File: src/rtl/uart_operand_loader.sv
// uart_operand_loader: UART receiver that assembles 12-byte frames into six Q8.8 butterfly operands
// Operands are double-buffered: bytes land in shadow registers and all six outputs swap on the 12th byte.
module uart_operand_loader #(
    parameter int CLOCK_PER_BIT = 434,
    parameter int WORD_SIZE     = 16,
    parameter int TIMEOUT_BITS  = 20
) (
    input  logic                 i_clk,
    input  logic                 w_rst,
    input  logic                 i_RX_bit,
    output logic [WORD_SIZE-1:0] o_in0_re,
    output logic [WORD_SIZE-1:0] o_in0_im,
    output logic [WORD_SIZE-1:0] o_in1_re,
    output logic [WORD_SIZE-1:0] o_in1_im,
    output logic [WORD_SIZE-1:0] o_twiddle_re,
    output logic [WORD_SIZE-1:0] o_twiddle_im,
    output logic                 o_load_done,
    output logic [7:0]           o_RX_byte,
    output logic                 o_RX_valid,
    output logic                 o_frame_error,
    output logic                 o_timeout,
    output logic [3:0]           o_byte_index
);
    localparam int CW = $clog2(CLOCK_PER_BIT + 1);
    localparam int TW = $clog2(TIMEOUT_BITS * CLOCK_PER_BIT + 1);
    localparam logic [CW-1:0] BIT_LAST  = CW'(CLOCK_PER_BIT - 1);
    localparam logic [CW-1:0] HALF_LAST = CW'(CLOCK_PER_BIT / 2 - 1);
    localparam logic [TW-1:0] TO_LAST   = TW'(TIMEOUT_BITS * CLOCK_PER_BIT - 1);

    typedef enum logic [2:0] {IDLE, START, DATA, STOP, CLEANUP} state_t;

    state_t               r_state, w_next;
    logic                 r_rx_meta, r_rx;
    logic [CW-1:0]        r_clk_cnt;
    logic [2:0]           r_bit_idx;
    logic [7:0]           r_shift;
    logic [TW-1:0]        r_to_cnt;
    logic                 r_wait_high;
    logic [3:0]           r_byte_idx;
    logic [7:0]           r_byte;
    logic                 r_valid, r_ferr, r_tout, r_done;
    logic [WORD_SIZE-1:0] r_shadow [6];
    logic [WORD_SIZE-1:0] r_ops [6];
    logic                 w_start, w_mid, w_tick, w_stop_ok, w_stop_bad, w_timeout, w_last;

    always_ff @(posedge i_clk or posedge w_rst)
        if (w_rst) {r_rx_meta, r_rx} <= 2'b11;
        else {r_rx_meta, r_rx} <= {i_RX_bit, r_rx_meta};

    always_ff @(posedge i_clk or posedge w_rst)
        if (w_rst) r_state <= IDLE;
        else r_state <= w_next;

    always_comb begin
        w_next = r_state;
        case (r_state)
            IDLE:    w_next = w_start ? START : IDLE;
            START:   w_next = !w_mid ? START : (r_rx ? IDLE : DATA);
            DATA:    w_next = (w_tick && r_bit_idx == 3'd7) ? STOP : DATA;
            STOP:    w_next = w_tick ? CLEANUP : STOP;
            CLEANUP: w_next = IDLE;
            default: w_next = IDLE;
        endcase
    end

    // After a bad stop bit the line may be in a break; no start is accepted until it has been seen high.
    always_comb begin
        w_start    = r_state == IDLE && !r_rx && !r_wait_high;
        w_mid      = r_clk_cnt == HALF_LAST;
        w_tick     = r_clk_cnt == BIT_LAST;
        w_stop_ok  = r_state == STOP && w_tick && r_rx;
        w_stop_bad = r_state == STOP && w_tick && !r_rx;
        w_timeout  = r_state == IDLE && !w_start && r_byte_idx != 4'd0 && r_to_cnt == TO_LAST;
        w_last     = r_byte_idx == 4'd11;
    end

    always_ff @(posedge i_clk or posedge w_rst)
        if (w_rst) begin
            r_clk_cnt   <= '0;
            r_bit_idx   <= '0;
            r_shift     <= '0;
            r_to_cnt    <= '0;
            r_wait_high <= 1'b0;
        end else begin
            r_clk_cnt   <= (r_state == IDLE || r_state == CLEANUP || w_next != r_state || w_tick) ? '0 : r_clk_cnt + 1'b1;
            r_bit_idx   <= r_state == IDLE ? 3'd0 : (r_state == DATA && w_tick) ? r_bit_idx + 1'b1 : r_bit_idx;
            r_shift     <= (r_state == DATA && w_tick) ? {r_rx, r_shift[7:1]} : r_shift;
            r_to_cnt    <= (r_state != IDLE || w_start || r_byte_idx == 4'd0 || w_timeout) ? '0 : r_to_cnt + 1'b1;
            r_wait_high <= w_stop_bad ? 1'b1 : (r_rx ? 1'b0 : r_wait_high);
        end

    always_ff @(posedge i_clk or posedge w_rst)
        if (w_rst) begin
            r_byte_idx <= '0;
            r_byte     <= '0;
            r_valid    <= 1'b0;
            r_ferr     <= 1'b0;
            r_tout     <= 1'b0;
            r_done     <= 1'b0;
        end else begin
            r_byte_idx <= (w_stop_bad || w_timeout || (w_stop_ok && w_last)) ? 4'd0 : w_stop_ok ? r_byte_idx + 1'b1 : r_byte_idx;
            r_byte     <= w_stop_ok ? r_shift : r_byte;
            r_valid    <= w_stop_ok;
            r_ferr     <= w_stop_bad;
            r_tout     <= w_timeout;
            r_done     <= w_stop_ok && w_last;
        end

    // Byte k is the low (even k) or high (odd k) half of word k/2.
    always_ff @(posedge i_clk or posedge w_rst)
        if (w_rst) begin
            for (int i = 0; i < 6; i++) r_shadow[i] <= '0;
        end else if (w_stop_ok) begin
            if (r_byte_idx[0]) r_shadow[r_byte_idx[3:1]][15:8] <= r_shift;
            else r_shadow[r_byte_idx[3:1]][7:0] <= r_shift;
        end

    always_ff @(posedge i_clk or posedge w_rst)
        if (w_rst) begin
            for (int i = 0; i < 6; i++) r_ops[i] <= '0;
        end else if (w_stop_ok && w_last) begin
            for (int i = 0; i < 5; i++) r_ops[i] <= r_shadow[i];
            r_ops[5] <= {r_shift, r_shadow[5][7:0]};
        end

    assign o_in0_re      = r_ops[0];
    assign o_in0_im      = r_ops[1];
    assign o_in1_re      = r_ops[2];
    assign o_in1_im      = r_ops[3];
    assign o_twiddle_re  = r_ops[4];
    assign o_twiddle_im  = r_ops[5];
    assign o_load_done   = r_done;
    assign o_RX_byte     = r_byte;
    assign o_RX_valid    = r_valid;
    assign o_frame_error = r_ferr;
    assign o_timeout     = r_tout;
    assign o_byte_index  = r_byte_idx;
endmodule

File: config.mk
export PLATFORM = sky130hd
export DESIGN_NAME = uart_operand_loader
export DESIGN_NICKNAME = d
export VERILOG_FILES = /design/src/rtl/uart_operand_loader.sv
export SDC_FILE = /design/constraint.sdc
export NUM_CORES = 1
export LEC_CHECK = 0
export ABC_AREA = 1
export CORE_MARGIN = 2
export CORE_UTILIZATION = 55
export DETAILED_ROUTE_END_ITERATION = 10
export GPL_TIMING_DRIVEN = 0
export PLACE_DENSITY_LB_ADDON = 0.1
export SLEW_MARGIN = 20
export SYNTH_ARGS = -nofsm -noshare
export SYNTH_HDL_FRONTEND = slang
export SYNTH_SLANG_ARGS = --single-unit
export TNS_END_PERCENT = 100
File: constraint.sdc
create_clock -name i_clk -period 8.2 [get_ports i_clk]
set_clock_uncertainty 0.2 [all_clocks]
set_input_delay 0.82 -clock i_clk [delete_from_list [all_inputs] [get_ports i_clk]]
set_output_delay 0.82 -clock i_clk [all_outputs]
set_load 0.01 [all_outputs]
* After elaboration in Yosys (flattened, before gate mapping)
Index checks and enable logic that the tools add are counted.
Cells by class: add/sub/neg operators 4, order comparisons 2, eq/ne operators 10, multiplexer cells 21, bitwise logic cells 1, reduce and logical (&&, ||, !) cells 30
Operators with widths (count):
- $bwmux W96 | 2
- $demux W16 S3 | 2
- $mux W96 | 1
- $mux W16 | 1
- $add A14 B1 Y14 const B | 1
- $eq A14 B14 Y1 const B | 1
- $mux W14 | 1
- $logic_and A1 B1 Y1 | 12
- $pmux W3 S4 | 1
- $add A9 B1 Y9 const B | 1
- $eq A9 B8 Y1 const B | 1
- $eq A9 B9 Y1 const B | 1
- $mux W3 | 3
- $mux W9 | 1
- $logic_or A1 B1 Y1 | 8
- $mux W4 | 2
- $mux W8 | 1
- $eq A3 B2 Y1 const B | 2
- $eq A3 B3 Y1 const B | 2
- $reduce_bool A2 Y1 | 3
- $add A4 B1 Y4 const B | 1
- $eq A4 B4 Y1 const B | 1
- $ge A4 B4 Y1 const B | 1
- $logic_not A4 Y1 | 1
- other kinds (11) | 17
Word-level totals: register bits 248, input bits 3, output and inout port bits 112, logic and storage cells 94

* Longest topological paths before layout
Gate-level depths: netlist (run 1).
depth in word-level cells 10, gate-level depth with buffers 12, gate-level depth less buffers 11

* Worst setup path before layout (run 1)
Ideal clock, no wire load.
path kind register -> register, start point reg r_clk_cnt[1], end point reg r_shadow[52] (netlist name), arrival 1.625 ns, data required time 7.873 ns, path slack 6.247 ns, stages on the path, launching flop included 12, path buffers 2, cell sequence dfrtp_1 -> inv_1 -> ha_1 -> nand2_1 -> nor2_2 -> nand3_2 -> nor2_8 -> buf_6 -> inv_2 -> buf_6 -> nor2_2 -> o22ai_1
Between the ends: cells in the longest elaborated chain, start to end 3
Ends and longest elaborated chain:
- start: declaration | line 34 | logic [CW-1:0] r_clk_cnt;
- start signal: assignment | line 85 | r_clk_cnt <= (r_state == IDLE || r_state == CLEANUP || w_next != r_state || w_tick) ? '0 : r_clk_cnt + 1'b1;
- $eq A9 B9 Y1 | line 70 | w_tick = r_clk_cnt == BIT_LAST;
- $logic_and A1 B1 Y1 (2 in series) | line 71 | w_stop_ok = r_state == STOP && w_tick && r_rx;
- end signal: indexed assignment | line 114 | if (r_byte_idx[0]) r_shadow[r_byte_idx[3:1]][15:8] <= r_shift;
- end signal: indexed assignment | line 115 | else r_shadow[r_byte_idx[3:1]][7:0] <= r_shift;
- end: declaration | line 42 | logic [WORD_SIZE-1:0] r_shadow [6];
No other way between the ends. A chain may end at the register's enable or synchronous reset.

* Final worst setup path (run 1)
start point reg r_byte_idx[2] (netlist: o_byte_index[2]), end point out o_byte_index[2]
RTL lines:
- start: declaration | line 39 | logic [3:0] r_byte_idx;
- start signal: assignment | line 101 | r_byte_idx <= (w_stop_bad || w_timeout || (w_stop_ok && w_last)) ? 4'd0 : w_stop_ok ? r_byte_idx + 1'b1 : r_by ...
- end: declaration | line 22 | output logic [3:0] o_byte_index
No word-level cell between the ends.

==> results.json, run 1 <==
{
  "outcome": "completed",
  "rsz0062_at_grt": "no",
  "syn_inst": 1001,
  "synth_area_sq_um": 9410,
  "max-vdd-ir-drop_v": 0.000197,
  "numCtsBuffers": 25,
  "power_leakage_nw": 5.62,
  "worstSetupStartpointType": "flop",
  "switching_share_pct": 20.2,
  "dr_total_vias": 7169,
  "syn_to_final_growth_pct": 23.5,
  "hold_path_class": "flop to flop",
  "routedWlPerCell_microns": 15.6,
  "fmax_ghz": 0.389,
  "post-route-period-util_pct": 31.3,
  "worst-r2r-setup-slack_ns": 5.84,
  "worst_setup_hold_path_clk_slew_ns": 0.05,
  "tightest_slew_ns": 0.491,
  "grtUsageTotal_pct": 24.4,
  "path_max_fanout": 6,
  "final_cell_count_no_fill": 1378,
  "finalHoldViolations": 0,
  "synthFlopType": "dfrtp_1",
  "dp.cells": 1337,
  "fillers": 1298,
  "synth_common_cells": "nand2_1 (397), dfrtp_1 (238), inv_1 (73)",
  "worstPathArrival_ns": 1.55,
  "dp_hpwl_microns": 14400,
  "drtIter0Drc": 487,
  "synth_cell_types": 32,
  "grt_overflow": 0,
  "io_pins": 115,
  "coreArea_sq_um": 16600,
  "multi_input_area_sq_um": 2940,
  "crit_family": "buffers and inverters",
  "worst_ep_required_time_ns": 7.18,
  "ys_ff_latch": 240,
  "end_kind": "output pin",
  "setup_viol": 0,
  "fp.dieW_microns": 135,
  "regArea_sq_um": 6010,
  "critPathMaxStageDelay_ns": 0.59,
  "wl_microns": 21500,
  "path_buf_inv": 1,
  "slew_viol_final": 0,
  "grt_pass1_wl_microns": 35200,
  "period_needed_ns": 2.57,
  "vias_per_cell": 5.20,
  "whs_ns": 0.171,
  "synth_most_common_cell": "nand2_1",
  "ys_async_sr_fraction_pct": 100,
  "htreeDepth": 1,
  "drv_cap": 0,
  "synth_warnings": 0,
  "ys_seq_area_share_pct": 63.8,
  "cp_cell_sequence": "clkdlybuf4s50_1",
  "cts_hold_buf": 0,
  "power_w": 0.00223,
  "worstHoldPathCells": 0,
  "die_h_microns": 135,
  "final_net_count": 1155,
  "crit_path_top_delay_cell": "clkdlybuf4s50_1",
  "synth_top_area_share_pct": 63.3,
  "post_cts_buffers": 0,
  "cts_tree": "yes",
  "synth_area_leaders": "dfrtp_1 (63%), nand2_1 (16%), o21ai_0 (3.7%)",
  "remaining_drc_errors": 0,
  "clock_tree.root_cell": "clkbuf_16",
  "drive_gt1_share_pct": 6.39,
  "antenna_cells": 0,
  "critPathKind": "flop to output pin",
  "drtPass1Iterations": 5,
  "pwr-share-clk_pct": 45.7,
  "whs_endpoint": "r_rx$_DFF_PP1_",
  "min-delay-start": "r_rx_meta$_DFF_PP1_",
  "power_frac_comb_pct": 1.2,
  "synth.net_count": 1012,
  "r2r-start": "r_clk_cnt[1]$_DFF_PP0_",
  "slew_headroom_pct": 67.2,
  "utilization_pct": 69.8,
  "die_area_sq_um": 18200,
  "worstReg2RegEnd": "o_in0_im[7]$_DFFE_PP0P_",
  "start_util_pct": 56.6,
  "cellPowerDensity_nw_per_um2": 192,
  "p_int_w": 0.00178,
  "p_seq_share_pct": 53.1,
  "rr_worst_depth": 11,
  "grt_pass1_vias": 6831,
  "synth_edf_count": 0,
  "io_buffers": 114,
  "detail-route-antenna-nets": 0,
  "antenna_found_initial": 0,
  "grt_max_degree": 98,
  "yosys.area.top_type": "dfrtp_1",
  "worstSkewPairLatency_ns": 0.51,
  "syn_avg_cell_area_sq_um": 9.40,
  "clock_sinks": 240,
  "cts_resized": 0,
  "p_switching_w": 0.000451,
  "finalWeightedCongestion": 0.855,
  "cts_buffer_depth": 3,
  "rows": 47
}
==> cell usage in the layout (no fill, tap or decap) <==
cell | Yosys | layout
nand3_1 | 23 | 23
buf_16 | 0 | 2
nor3_1 | 11 | 11
a211oi_1 | 1 | 1
nand3_4 | 1 | 1
o21ai_0 | 69 | 69
nor2_4 | 2 | 2
dfstp_2 | 2 | 2
inv_2 | 5 | 5
ha_1 | 8 | 8
nor2_1 | 50 | 50
nor2_2 | 5 | 5
clkbuf_16 | 0 | 25
nor4_1 | 2 | 2
nand2_1 | 397 | 397
clkbuf_1 | 12 | 22
o211ai_1 | 1 | 1
buf_2 | 14 | 14
buf_6 | 5 | 5
nor2_8 | 1 | 1
nand4_1 | 8 | 8
dfrtp_1 | 238 | 238
a21oi_1 | 5 | 5
o22ai_1 | 28 | 28
nand3_2 | 3 | 3
nand2_2 | 1 | 1
or2_2 | 1 | 1
xnor2_1 | 1 | 1
clkbuf_8 | 0 | 4
o21ai_1 | 18 | 18
clkinv_2 | 0 | 2
nand3b_1 | 1 | 1
clkdlybuf4s50_1 | 0 | 114
inv_1 | 73 | 72
xor2_1 | 11 | 11
inv_8 | 0 | 1
nor3b_1 | 3 | 3
o221ai_1 | 1 | 1
==> worst max path at each step <==
stage	startpoint	end	slack [ns]	depth (start not counted)
global route	o_byte_index[1]$_DFFE_PP0P_	o_byte_index[1]	5.56	1
detailed placement	w_rst	r_rx_meta$_DFF_PP1_	5.86	3
floorplan	w_rst	o_RX_byte[0]$_DFFE_PP0P_	0.60	1
global placement	w_rst	r_to_cnt[1]$_DFF_PP0_	-2.29	2
CTS	o_byte_index[2]$_DFFE_PP0P_	o_byte_index[2]	5.61	1
finish	o_byte_index[2]$_DFFE_PP0P_	o_byte_index[2]	5.63	1
==> metal layers <==
| layer | part of all wire [%] | wire, microns | GRT usage, % | vias up |
|---|---|---|---|---|
| met5 | 0 | 0 | 0 | - |
| met3 | 5.8 | 1260 | 3.75 | 28 |
| met2 | 47 | 10100 | 38.1 | 199 |
| li1 | - | - | - | 3470 |
| met4 | 1.8 | 387 | 5.96 | 0 |
| met1 | 45 | 9770 | 36.5 | 3472 |
==> through the flow <==
step / area [sq um] / setup slack (ns) / setup TNS [ns]
after global placement: 10800 / -2.29 / -539.81
after detailed placement: 10900 / 5.86 / 0
after CTS: 11600 / 5.61 / 0
after floorplan: 9410 / 0.595 / 0
after global routing: 11600 / 5.56 / 0
final: 11600 / 5.63 / 0
==> power groups by stage <==
stage | Sequential, W | Combinational [W] | Clock, W
4_1_cts | 0.00119 | 0.0000290 | 0.00104
3_3_place_gp | 0.00121 | 0.0000252 | 0
2_1_floorplan | 0.00121 | 0.0000179 | 0
5_1_grt | 0.00119 | 0.0000324 | 0.00109
3_5_place_dp | 0.00121 | 0.0000290 | 0
6_report | 0.00119 | 0.0000271 | 0.00102
==> kinds of logic after synthesis <==
family	count (synthesis)	share of synthesized area, %
DFF	240	63.8
xor gates and xnor gates	12	1.12
adders and majority gates	8	1.06
buffers and inverters	109	4.93
AOI/OAI and AO/OA	123	7.01
and+or+nand+nor	509	22.0
==> flip-flops by register name (all words and copies together) (netlist names), 9 cells and up <==
| register | flops |
|---|---|
| o_in0_im | 16 |
| r_shadow | 88 |
| o_twiddle_im | 16 |
| o_in0_re | 16 |
| r_clk_cnt | 9 |
| r_to_cnt | 14 |
| o_in1_re | 16 |
| o_in1_im | 16 |
| o_twiddle_re | 16 |
==> area by class of cell <==
cell class,count,share of cell area [%]
Inverter,78,2.58
Sequential cell,240,51.7
Tap cell,220,2.37
Multi-Input combinational cell,652,25.3
Timing Repair Buffer,116,10.3
Clock buffer,39,6.18
Buffer,31,1.48
Clock inverter,2,0.0862
No activity file was read; power rests on OpenSTA's default activity.
==> run 2, diff against run 1 <==
--- a/config.mk
+++ b/config.mk
@@ -7,7 +7,7 @@
 export LEC_CHECK = 0
 export ABC_AREA = 1
 export CORE_MARGIN = 2
-export CORE_UTILIZATION = 55
+export CORE_UTILIZATION = 50
 export DETAILED_ROUTE_END_ITERATION = 10
 export GPL_TIMING_DRIVEN = 0
 export PLACE_DENSITY_LB_ADDON = 0.1
==> constraint.sdc (replaced) <==
create_clock -name i_clk -period 2.1 [get_ports i_clk]
set_clock_uncertainty 0.2 [all_clocks]
set_input_delay 0.21 -clock i_clk [delete_from_list [all_inputs] [get_ports i_clk]]
set_output_delay 0.21 -clock i_clk [all_outputs]
set_load 0.01 [all_outputs]
==> results.json, run 2 (synthesized netlist as in run 1, its figures left out) <==
{
  "setup_viol": 2,
  "cts_tree": "yes",
  "finalHoldViolations": 0,
  "grtUsageTotal_pct": 23.6,
  "outcome": "finished with violations",
  "critPathKind": "flop to flop",
  "cellPowerDensity_nw_per_um2": 727,
  "detail-route-antenna-nets": 0,
  "slew_headroom_pct": 65.5,
  "syn_to_final_growth_pct": 36.4,
  "top_register": "r_shadow",
  "cts_buffer_depth": 3,
  "clock_sinks": 240,
  "worst_ep_required_time_ns": 2.27,
  "numCtsBuffers": 25,
  "period_needed_ns": 2.11,
  "path_max_fanout": 9,
  "multi_input_area_sq_um": 3260,
  "fmax_ghz": 0.474,
  "io_pins": 115,
  "power_leakage_nw": 6.20,
  "grt_overflow": 0,
  "antenna_found_initial": 0,
  "routedWlPerCell_microns": 16.3,
  "htreeDepth": 1,
  "critPathMaxStageDelay_ns": 0.45,
  "io_buffers": 114,
  "worstSetupStartpointType": "flop",
  "start_util_pct": 50.7,
  "fillers": 1417,
  "worstSkewPairLatency_ns": 0.52,
  "fin_area_sq_um": 12800,
  "tightest_slew_ns": 0.516,
  "grt_pass1_vias": 7337,
  "wl_microns": 23400,
  "worst_slack_ns": -0.0116,
  "max-vdd-ir-drop_v": 0.000518,
  "grt_max_degree": 35,
  "die_area_sq_um": 19900,
  "dr_total_vias": 7403,
  "drive_gt1_share_pct": 15.8,
  "final_cell_mix": "nand2_1 (369), dfrtp_1 (238), clkdlybuf4s50_1 (114)",
  "hold_path_class": "flop to flop",
  "fp.dieW_microns": 141,
  "rows": 50,
  "largest_reg_flops": 88,
  "rsz0062_at_grt": "yes",
  "finalWeightedCongestion": 0.827,
  "worstPathArrival_ns": 2.28,
  "antenna_cells": 0,
  "final_common_cell": "nand2_1",
  "cp_cell_sequence": "inv_1 -> nor2_1 -> nand2_1 -> nor2_4 -> o22ai_1",
  "vias_per_cell": 5.16,
  "placed_cell_area_sq_um": 11000,
  "regArea_sq_um": 6010,
  "worst_setup_hold_path_clk_slew_ns": 0.06,
  "end_kind": "flop",
  "coreArea_sq_um": 18600,
  "die_h_microns": 141,
  "fin_tns_setup_ns": -0.0141,
  "grt_pass1_wl_microns": 37700,
  "dp_hpwl_microns": 15200,
  "drv_cap": 0,
  "drtPass1Iterations": 5,
  "drtIter0Drc": 481,
  "crit_path_top_delay_cell": "dfrtp_1",
  "slew_viol_final": 0,
  "post-route-period-util_pct": 101,
  "clock_tree.root_cell": "clkbuf_16",
  "remaining_drc_errors": 0,
  "violations": "negative setup slack",
  "final_net_count": 1192
}
## run 2: cell count changes in the layout (fill, tap and decap cells not counted), moves of 7 or more
cell / delta
nand2_4: +9
clkbuf_1: -19
buf_4: +16
buf_8: +7
o22ai_1: -16
o22ai_2: +16
clkbuf_8: +8
o21ai_1: +20
buf_2: -11
buf_12: +12
nand2_2: +18
buf_6: +13
nand2_1: -28
o21ai_0: -24
## run 2: worst max-delay path: cells and delay by family (launching register included)
kind | cells | cell delay (ns)
compound gates | 1 | 0.12
buf+inv | 1 | 0.15
flops | 1 | 0.45
simple gates | 3 | 1.05
## run 2: final timing paths
kind                       cells after the start                         from  slack, ns                        to
max                                            5  o_byte_index[1]$_DFFE_PP0P_      -0.01  r_shadow[46]$_DFFE_PP0P_
min                                            0          r_rx_meta$_DFF_PP1_       0.17            r_rx$_DFF_PP1_
max reg2reg                                    5  o_byte_index[1]$_DFFE_PP0P_      -0.01  r_shadow[46]$_DFFE_PP0P_
min reg2reg                                    0          r_rx_meta$_DFF_PP1_       0.17            r_rx$_DFF_PP1_
max in group asynchronous                      6                        w_rst       0.31       r_rx_meta$_DFF_PP1_
min in group asynchronous                      3                        w_rst       0.40  o_in0_re[13]$_DFFE_PP0P_
## run 2: stage by stage
stage               power (W)  cells  worst slack [ns]  hold slack, ns  util (%)
finish                0.00934   1434           -0.0116           0.173      69.1
global route          0.00961   1434            -0.148           0.180      69.1
CTS                   0.00940   1426          -0.00357           0.170      67.1
detailed placement    0.00486   1357            -0.216           0.165      59.3
global placement      0.00482   1349             -3.24           0.161      58.4
floorplan             0.00479   1001             -1.46          0.0145         -
## run 2: cell type report
type                            count  area share [%]
Sequential cell                   240            46.8
Multi-Input combinational cell    652            25.4
Timing Repair Buffer              153            13.5
Clock buffer                       38            6.03
Buffer                             30            2.69
Inverter                           78            2.50
Tap cell                          234            2.28
Clock inverter                      8           0.731
Timing Repair inverter              1          0.0877
## run 2: routing by layer
layer  routed length, microns  global-route usage [%]
met1                    10400                    33.7
met2                    11500                    38.3
met3                     1060                    3.36
met4                      482                    6.79
met5                        0                       0
## run 2: power by group
group	leakage [nW]	internal [W]	switching [W]	total (W)
registers	3.33	0.00463	0.00000144	0.00463
logic	2.43	0.0000397	0.0000969	0.000137
clock network	0.436	0.00278	0.00179	0.00457
total	6.20	0.00745	0.00188	0.00934
## run 2: timing repair
item,CTS,global route
resized for setup,94,98
pin swaps,6,15
buffers inserted,18,5
gates cloned,4,3
hold buffers,2,0
endpoints found under the hold margin,12,0
endpoints found under the setup margin,210,220
